## src/rtl/seq_detector_param_if.sv

```systemverilog
// Serial-stream bus for seq_detector_param: stream, pattern load, count clear and results.
// The master side drives the stream and control; the slave side is the detector.
interface seq_detector_param_if #(
    parameter int unsigned PAT_W = 8,
    parameter int unsigned CNT_W = 8,
    parameter int unsigned LEN_W = $clog2(PAT_W + 1)
);
    logic             in_valid;
    logic             in_bit;
    logic             overlap;
    logic             pat_load;
    logic [PAT_W-1:0] pat_in;
    logic [LEN_W-1:0] pat_len;
    logic             clear_count;
    logic             detected;
    logic [CNT_W-1:0] match_count;
    logic             seen;

    modport master (
        output in_valid, in_bit, overlap, pat_load, pat_in, pat_len, clear_count,
        input  detected, match_count, seen
    );

    modport slave (
        input  in_valid, in_bit, overlap, pat_load, pat_in, pat_len, clear_count,
        output detected, match_count, seen
    );
endinterface

```

## src/rtl/seq_detector_param.sv

```systemverilog
// Runtime-programmable serial bit-pattern detector with overlapping/non-overlapping
// match modes and a saturating match counter.
// Optional macro SEQ_DET_STICKY_EN: when defined, 'seen' is a sticky match flag;
// otherwise 'seen' is tied to 0 and no register is built.
module seq_detector_param #(
    parameter int unsigned       PAT_W       = 8,
    parameter logic [PAT_W-1:0]  DEFAULT_PAT = 8'b1011_0110,
    parameter int unsigned       CNT_W       = 8,
    parameter int unsigned       LEN_W       = $clog2(PAT_W + 1)
) (
    input logic                clk,
    input logic                rst,
    seq_detector_param_if.slave bus
);
    localparam logic [LEN_W-1:0] PatWL  = LEN_W'(PAT_W);
    localparam logic [CNT_W-1:0] CntMax = {CNT_W{1'b1}};

    logic [PAT_W-1:0] hist_q, hist_d, pat_q, pat_d;
    logic [LEN_W-1:0] fill_q, fill_d, len_q, len_d;
    logic [CNT_W-1:0] cnt_q, cnt_d;
    logic             det_q, det_d;

    logic [PAT_W-1:0] hist_n;
    logic [LEN_W-1:0] fill_n;
    logic [PAT_W-1:0] len_mask;
    logic             match;

    // Candidate shift/fill for an accepted bit and the masked pattern compare
    always_comb begin
        hist_n   = {hist_q[PAT_W-2:0], bus.in_bit};
        fill_n   = (fill_q >= PatWL) ? PatWL : fill_q + LEN_W'(1);
        len_mask = '0;
        for (int i = 0; i < PAT_W; i++) begin
            len_mask[i] = (i < int'(len_q));
        end
        match = bus.in_valid && !bus.pat_load && (fill_n >= len_q) &&
                (((hist_n ^ pat_q) & len_mask) == '0);
    end

    // Next-state for pattern registers, history, pulse and counter
    always_comb begin
        hist_d = hist_q;
        fill_d = fill_q;
        pat_d  = pat_q;
        len_d  = len_q;
        det_d  = 1'b0;
        cnt_d  = cnt_q;

        if (bus.pat_load) begin
            pat_d  = bus.pat_in;
            // Zero or oversized lengths fall back to the full register width
            len_d  = (bus.pat_len == '0 || bus.pat_len > PatWL) ? PatWL : bus.pat_len;
            hist_d = '0;
            fill_d = '0;
        end else if (bus.in_valid) begin
            det_d = match;
            if (match && !bus.overlap) begin
                hist_d = '0;
                fill_d = '0;
            end else begin
                hist_d = hist_n;
                fill_d = fill_n;
            end
        end

        // A match coinciding with a clear counts as the first match after it
        if (match) begin
            if (bus.clear_count) begin
                cnt_d = CNT_W'(1);
            end else if (cnt_q != CntMax) begin
                cnt_d = cnt_q + CNT_W'(1);
            end
        end else if (bus.clear_count) begin
            cnt_d = '0;
        end
    end

    // State registers with synchronous reset
    always_ff @(posedge clk) begin
        if (rst) begin
            hist_q <= '0;
            fill_q <= '0;
            pat_q  <= DEFAULT_PAT;
            len_q  <= PatWL;
            det_q  <= 1'b0;
            cnt_q  <= '0;
        end else begin
            hist_q <= hist_d;
            fill_q <= fill_d;
            pat_q  <= pat_d;
            len_q  <= len_d;
            det_q  <= det_d;
            cnt_q  <= cnt_d;
        end
    end

    assign bus.detected    = det_q;
    assign bus.match_count = cnt_q;

`ifdef SEQ_DET_STICKY_EN
    logic seen_q;

    // Sticky flag: set on any match, cleared by reset or clear_count (match wins)
    always_ff @(posedge clk) begin
        if (rst) begin
            seen_q <= 1'b0;
        end else if (match) begin
            seen_q <= 1'b1;
        end else if (bus.clear_count) begin
            seen_q <= 1'b0;
        end
    end

    assign bus.seen = seen_q;
`else
    assign bus.seen = 1'b0;
`endif

endmodule

```

## src/flat_wrapper.sv

```systemverilog
// flat-port wrapper written by rule: the top's interface ports become plain ports
module seq_detector_param_flat 
#(
    parameter int unsigned       PAT_W       = 8,
    parameter logic [PAT_W-1:0]  DEFAULT_PAT = 8'b1011_0110,
    parameter int unsigned       CNT_W       = 8,
    parameter int unsigned       LEN_W       = $clog2(PAT_W + 1)
)
  (clk, rst, bus_in_valid, bus_in_bit, bus_overlap, bus_pat_load, bus_pat_in, bus_pat_len, bus_clear_count, bus_detected, bus_match_count, bus_seen);
  seq_detector_param_if #(.PAT_W(PAT_W), .CNT_W(CNT_W), .LEN_W(LEN_W)) bus_i ();
  input logic clk;
  input logic rst;
  input wire logic [$bits(bus_i.in_valid)-1:0] bus_in_valid;
  input wire logic [$bits(bus_i.in_bit)-1:0] bus_in_bit;
  input wire logic [$bits(bus_i.overlap)-1:0] bus_overlap;
  input wire logic [$bits(bus_i.pat_load)-1:0] bus_pat_load;
  input wire logic [$bits(bus_i.pat_in)-1:0] bus_pat_in;
  input wire logic [$bits(bus_i.pat_len)-1:0] bus_pat_len;
  input wire logic [$bits(bus_i.clear_count)-1:0] bus_clear_count;
  output wire logic [$bits(bus_i.detected)-1:0] bus_detected;
  output wire logic [$bits(bus_i.match_count)-1:0] bus_match_count;
  output wire logic [$bits(bus_i.seen)-1:0] bus_seen;
  assign bus_i.in_valid = bus_in_valid;
  assign bus_i.in_bit = bus_in_bit;
  assign bus_i.overlap = bus_overlap;
  assign bus_i.pat_load = bus_pat_load;
  assign bus_i.pat_in = bus_pat_in;
  assign bus_i.pat_len = bus_pat_len;
  assign bus_i.clear_count = bus_clear_count;
  assign bus_detected = bus_i.detected;
  assign bus_match_count = bus_i.match_count;
  assign bus_seen = bus_i.seen;
  seq_detector_param #(.PAT_W(PAT_W), .DEFAULT_PAT(DEFAULT_PAT), .CNT_W(CNT_W), .LEN_W(LEN_W)) u_core (.clk(clk), .rst(rst), .bus(bus_i));
endmodule
```

## config.mk

```make
export PLATFORM = sky130hd
export DESIGN_NAME = seq_detector_param_flat
export DESIGN_NICKNAME = d
export VERILOG_FILES = /design/src/rtl/seq_detector_param_if.sv /design/src/rtl/seq_detector_param.sv /design/src/flat_wrapper.sv
export SDC_FILE = /design/constraint.sdc
export NUM_CORES = 1
export LEC_CHECK = 0
export ABC_AREA = 1
export BUFFER_PORTS_ARGS = -buffer_cell sky130_fd_sc_hd__buf_2
export CORE_MARGIN = 1
export CORE_UTILIZATION = 39
export CTS_BUF_LIST = sky130_fd_sc_hd__clkbuf_4
export DETAILED_ROUTE_END_ITERATION = 10
export GPL_TIMING_DRIVEN = 0
export PLACE_DENSITY = 0.64
export RECOVER_POWER = 25
export SKIP_CTS_REPAIR_TIMING = 1
export SYNTH_ARGS = -nofsm -noshare
export SYNTH_HDL_FRONTEND = slang
export SYNTH_SLANG_ARGS = --single-unit
export TNS_END_PERCENT = 50
```

## constraint.sdc

```tcl
create_clock -name clk -period 4.3 [get_ports clk]
set_clock_uncertainty 0.15 [all_clocks]
set_input_delay 0.215 -clock clk [delete_from_list [all_inputs] [get_ports clk]]
set_output_delay 0.215 -clock clk [all_outputs]
set_load 0.01 [all_outputs]
```

After elaboration in Yosys (flattened, before gate mapping)
Cells that the tools add are included.
- add/subtract/negate cells: 2
- magnitude comparators: 11
- equal/unequal tests: 1
- mux-type cells: 8
- bitwise gates (word level): 3
- reductions and logical operators: 14
- operator list (kind ; number):
    $mux W8 ; 4
    $lt A3 B4 Y1 const A ; 4
    $mux W4 ; 3
    $add A8 B1 Y8 const B ; 1
    $and A8 B8 Y8 ; 1
    $logic_not A8 Y1 ; 1
    $lt A1 B4 Y1 const A ; 2
    $lt A2 B4 Y1 const A ; 2
    $ne A8 B8 Y1 const B ; 1
    $xor A8 B8 Y8 ; 1
    $mux W7 ; 1
    $add A4 B1 Y4 const B ; 1
    $ge A4 B4 Y1 ; 1
    $ge A4 B4 Y1 const B ; 1
    $gt A4 B4 Y1 const B ; 1
    $logic_and A1 B1 Y1 ; 4
    $logic_not A4 Y1 ; 1
    $reduce_bool A2 Y1 ; 2
    $reduce_or A3 Y1 ; 1
    $logic_not A1 Y1 ; 2
    $reduce_and A2 Y1 ; 1
    $reduce_or A2 Y1 ; 1
    $logic_or A1 B1 Y1 ; 1
    $not A1 Y1 ; 1
- flip-flop bits (word level): 32
- output and inout bits: 10

Logic depth before layout (Yosys ltp)
- depth in word-level cells: 7
- gate-level depth with buffers: 15
- depth with buffers taken out: 14

Least setup slack after synthesis
No wires, ideal clock.
- path type: flip-flop to flip-flop
- start point: reg u_core.fill_q[0]
- end point: reg u_core.fill_q[2]
- library setup time: 118 ps
- arrival: 1853 ps
- setup slack: 2179 ps
- stages on the path, launching flop included: 16
- path through: dfxtp_1 -> inv_1 -> ha_1 -> nand2_1 -> inv_1 -> ha_1 -> nand2_1 -> nand2_1 -> nand2_1 -> nand2_1 -> nand3_4 -> nor2_8 -> nand2_4 -> buf_12 -> nand2_4 -> a21oi_2
- cells in the longest elaborated chain, start to end: 7
- elaborated cells on any way between the ends: 8
- RTL lines (what ; RTL line ; text):
    from (decl) ; seq_detector_param.sv:19 ; logic [LEN_W-1:0] fill_q, fill_d, len_q, len_d;
    from (signal assigned) ; seq_detector_param.sv:89 ; fill_q <= fill_d;
    $add A4 B1 Y4 or $ge A4 B4 Y1 (tied branches) ; seq_detector_param.sv:31 ; fill_n = (fill_q >= PatWL) ? PatWL : fill_q + LEN_W'(1);
    $mux W4 (*) ; seq_detector_param.sv:31 ;
    $ge A4 B4 Y1 ; seq_detector_param.sv:36 ; match = bus.in_valid && !bus.pat_load && (fill_n >= len_q) &&
    $logic_and A1 B1 Y1 (2 in a row) ; seq_detector_param.sv:36 ;
    $logic_and A1 B1 Y1 ; seq_detector_param.sv:57 ; if (match && !bus.overlap) begin
    $mux W4 (*) ; seq_detector_param.sv:57 ;
Every way passes the cells marked *; elsewhere a longest branch is shown, timed or not.
A chain may end at the register's enable or synchronous reset.

Final worst setup path
- start point: reg u_core.fill_q[0]
- end point: reg u_core.hist_q[1]
- cells in the longest elaborated chain, start to end: 7
- elaborated cells on any way between the ends: 8
- RTL lines (what ; RTL line ; text):
    $add A4 B1 Y4 or $ge A4 B4 Y1 (tied branches) ; seq_detector_param.sv:31 ;
    $mux W4 (*) ; seq_detector_param.sv:31 ;
    $ge A4 B4 Y1 (*) ; seq_detector_param.sv:36 ;
    $logic_and A1 B1 Y1 (*) (2 in a row) ; seq_detector_param.sv:36 ;
    $logic_and A1 B1 Y1 (*) ; seq_detector_param.sv:57 ;
    $mux W7 (*) ; seq_detector_param.sv:57 ;
    to (signal assigned) ; seq_detector_param.sv:88 ; hist_q <= hist_d;
    to (decl) ; seq_detector_param.sv:18 ; logic [PAT_W-1:0] hist_q, hist_d, pat_q, pat_d;
Marked as above.

==> results.md <==
* Status: finished, violations left
* Violated checks: hold timing
* TritonCTS clock tree: built
* Post-place instance area at 2210 µm²
* Die Footprint at 5421 µm²
* Distinct cell type count after synthesis at 34
* Yosys top cell area share at 32.02%
* Sw Pwr at 0.1697 mW
* Combinational share of power at 12.9%
* F_max at 432.0 MHz
* Die H at 73.63 µm
* CTS buffer count at 5
* Pint at 0.4575 mW
* Cells on worst reg2reg path at 15
* Starting Density at 41.53%
* Pwr dens at 264.1 nW/µm²
* Period utilisation layout at 53.83%
* Actual slew at the worst max-slew pin at 0.6792 ns
* Share of layout cells above drive strength 1 at 23.17%
* Mapped Area at 2001 µm²
* CTS H-tree lvls at 2
* Critical Path Source Type: flop
* Buffers plus inverters on the worst setup path at 3
* Reg power frac at 49.4%
* Setup violators final at 0
* # fillers at 501
* Reg2Reg Setup Slack at 1.99 ns
* WL per Instance at 11.15 µm
* Hold path endpoint: u_core.len_q[2]
* I/O pins at 29
* #FFs+latches synth at 32
* Initial antenna violation count at 0
* CP Capture Type: flop
* CP dominant cell by count: nand2_1
* Die Width at 73.63 µm
* RSZ-0062 raised after global routing: no
* Crit Path Max Fanout at 10
* Vias in the first global route at 1532
* Worst reg2reg startpoint: u_core.fill_q[0]
* Final ANT Viol Nets at 0
* Hold violation count in the final report at 1
* WHS at -0.01196 ns
* Clock transition at the registers of the reported paths at 0.11 ns
* Post-Route WL at 4259 µm
* Critical Path RT at 4.39 ns
* Sw frac at 27.06%
* Deepest clock path buffer count at 2
* Vias per cell at 4.589
* Cells after Synth at 273
* Clock Power Share at 37.8%
* Max-Cap Viols at 0
* CP delay by family, top: simple AND/OR/NAND/NOR gates
* DR vias at 1753
* Total design power at 0.6272 mW
* Slew headroom at 54.55%
* Arrival @ worst endpoint at 2.40 ns
* Fin area at 2375 µm²
* Leading area contributor after synthesis: dfxtp_1
* Static Leak at 1.119 nW
* Worst Hold Class: primary input to flop
* Clock sinks at 32
* Routability cong. at 0.7808
* Total global-route track usage at 16.96%
* Clk_lat worst skew at 0.34 ns
* TNS Setup at 0 ns
* Drt first pass iters at 4
* # DRC at 0
* Sequential share of the synthesized area at 32.02%
* Sequential Area at 640.6 µm²
* Area growth syn-to-layout at 18.70%
* Final nets at 340
* CP peak stage delay at 0.41 ns
* Syn_area_per_cell at 7.328 µm²
* Warnings from Yosys at 0
* Cells along the critical path: inv_1, ha_1, nand2_1, inv_1, ha_1, nand2_1, nand2_1, nand2_1, nand2_1, nand3_4, nor2_8, nand2_4, buf_12, nand2_4, a21oi_2
* CTS root buf: clkbuf_4
* Pins Over Slew Limit at 0
* Congestion Overflow GR at 0
* Ant diodes at 0
* HPWL after DPL at 3067 µm
* Critical Path Start: u_core.fill_q[0]
* HP Start: bus_pat_len[2]
* Syn_nets at 299
* Hold Path Depth at 3
* IO Port Bufs at 25
* FF-to-FF End: u_core.hist_q[1]
* Largest net degree at the start of global routing at 12
* Area occupied by multi-input gates at 1131 µm²
* Final worst path period need at 2.315 ns
* Critical path class: flop to flop
* Core ar. at 4817 µm²
* Initial detailed-routing violation count at 66
* Top post-synthesis cells by area: dfxtp_1, nand2_1, nand2_4, inv_1, a21oi_2
* Row count at 25
* Peak VDD IR at 0.2027 mV
* Critical path's slowest cell: dfxtp_1
* Global-route wire length before repair at 6851 µm
## cell usage after synthesis, drive strengths merged
cell type,number
a21oi,25
nand2,89
o22a,1
conb,1
o2111ai,1
nor2,20
or3,1
clkbuf,3
inv,44
ha,7
nand4,5
a22o,1
or2,1
nand3,23
xnor2,3
buf,4
dfxtp,32
and3,1
nor3,3
xor2,3
o21ai,5
## how the worst max path moves through the flow
| stage | endpoint | slack, ns | depth (start not counted) |
|---|---|---|---|
| final | u_core.hist_q[1] | 1.99 | 15 |
| after global placement | u_core.hist_q[4] | 2.03 | 15 |
| after CTS | u_core.fill_q[2] | 1.98 | 15 |
| after detailed placement | u_core.hist_q[4] | 2.00 | 15 |
| after global routing | u_core.hist_q[1] | 1.83 | 15 |
| after floorplan | u_core.fill_q[2] | 2.18 | 15 |
## worst reg2reg max path, cell delays in order, from the launching register on
cell	delay, ns
dfxtp_1	0.41
inv_1	0.08
ha_1	0.28
nand2_1	0.09
inv_1	0.05
ha_1	0.26
nand2_1	0.05
nand2_1	0.06
nand2_1	0.07
nand2_1	0.10
nand3_4	0.10
nor2_8	0.19
nand2_4	0.07
buf_12	0.16
nand2_4	0.06
a21oi_2	0.04
## routing by layer
layer	share of wire, %	track usage [%]	vias up
met5	0	0	-
met4	1.9	8.120	0
met3	2.7	3.978	6
met2	47	26.71	30
met1	48	21.75	777
li1	-	-	940
## registers in the layout, summed over array words and instances (netlist names)
signal	cells
u_core.bus.detected	1
u_core.bus.match_count	8
u_core.pat_q	8
u_core.fill_q	4
u_core.hist_q	7
u_core.len_q	4
## per-stage QoR
stage,utilization (%),worst slack (ns),hold WS [ns],cells
4_1_cts,47.53,1.982,-0.09281,373
5_1_grt,49.30,1.835,0.005318,382
3_3_place_gp,45.87,2.027,0.2637,365
3_5_place_dp,45.87,2.003,0.2720,365
2_1_floorplan,-,2.179,0.1777,273
6_report,49.30,1.985,-0.01196,382
## final cells by class
| cell class | count | area share (%) |
|---|---|---|
| multi-input cells | 190 | 47.63 |
| flip-flops and latches | 32 | 26.98 |
| plain buffers | 7 | 2.687 |
| clock inverters | 3 | 1.791 |
| repair buffers | 34 | 8.851 |
| inverters | 44 | 6.955 |
| clock buffers | 5 | 1.581 |
| well taps | 67 | 3.530 |
## power groups by stage
stage,Combinational (mW),Sequential [mW],Clock (mW)
finish,0.0806,0.310,0.237
detailed placement,0.0746,0.316,0
CTS,0.0748,0.310,0.242
floorplan,0.0545,0.315,0
global placement,0.0734,0.316,0
global route,0.0908,0.311,0.252
## cell usage in the layout, fill, tap and decap left out, drive strengths merged
cell type / netlist / routed
clkinv: 0 / 1
clkbuf: 3 / 12
or2: 1 / 1
nand4: 5 / 5
dlygate4sd3: 0 / 9
ha: 7 / 7
nor2: 20 / 20
buf: 4 / 25
o21ai: 5 / 5
bufinv: 0 / 1
dfxtp: 32 / 32
clkinvlp: 0 / 1
o2111ai: 1 / 1
inv: 44 / 44
conb: 1 / 1
nand2: 89 / 89
xor2: 3 / 3
a21oi: 25 / 25
nor3: 3 / 3
a22o: 1 / 1
o22a: 1 / 1
nand3: 23 / 23
xnor2: 3 / 3
and3: 1 / 1
or3: 1 / 1
## cells by family (layout without fill, tap and decap cells)
kind of cell,after synthesis,after routing,share of synthesized area (%)
buf+inv,51,93,11.44
flops,32,32,32.02
simple gates,143,143,38.46
other cells,1,1,0.1874
xor+xnor,6,6,2.627
compound gates,33,33,10.88
fa+ha+maj,7,7,4.378
Power figures use the tool's default switching activity.
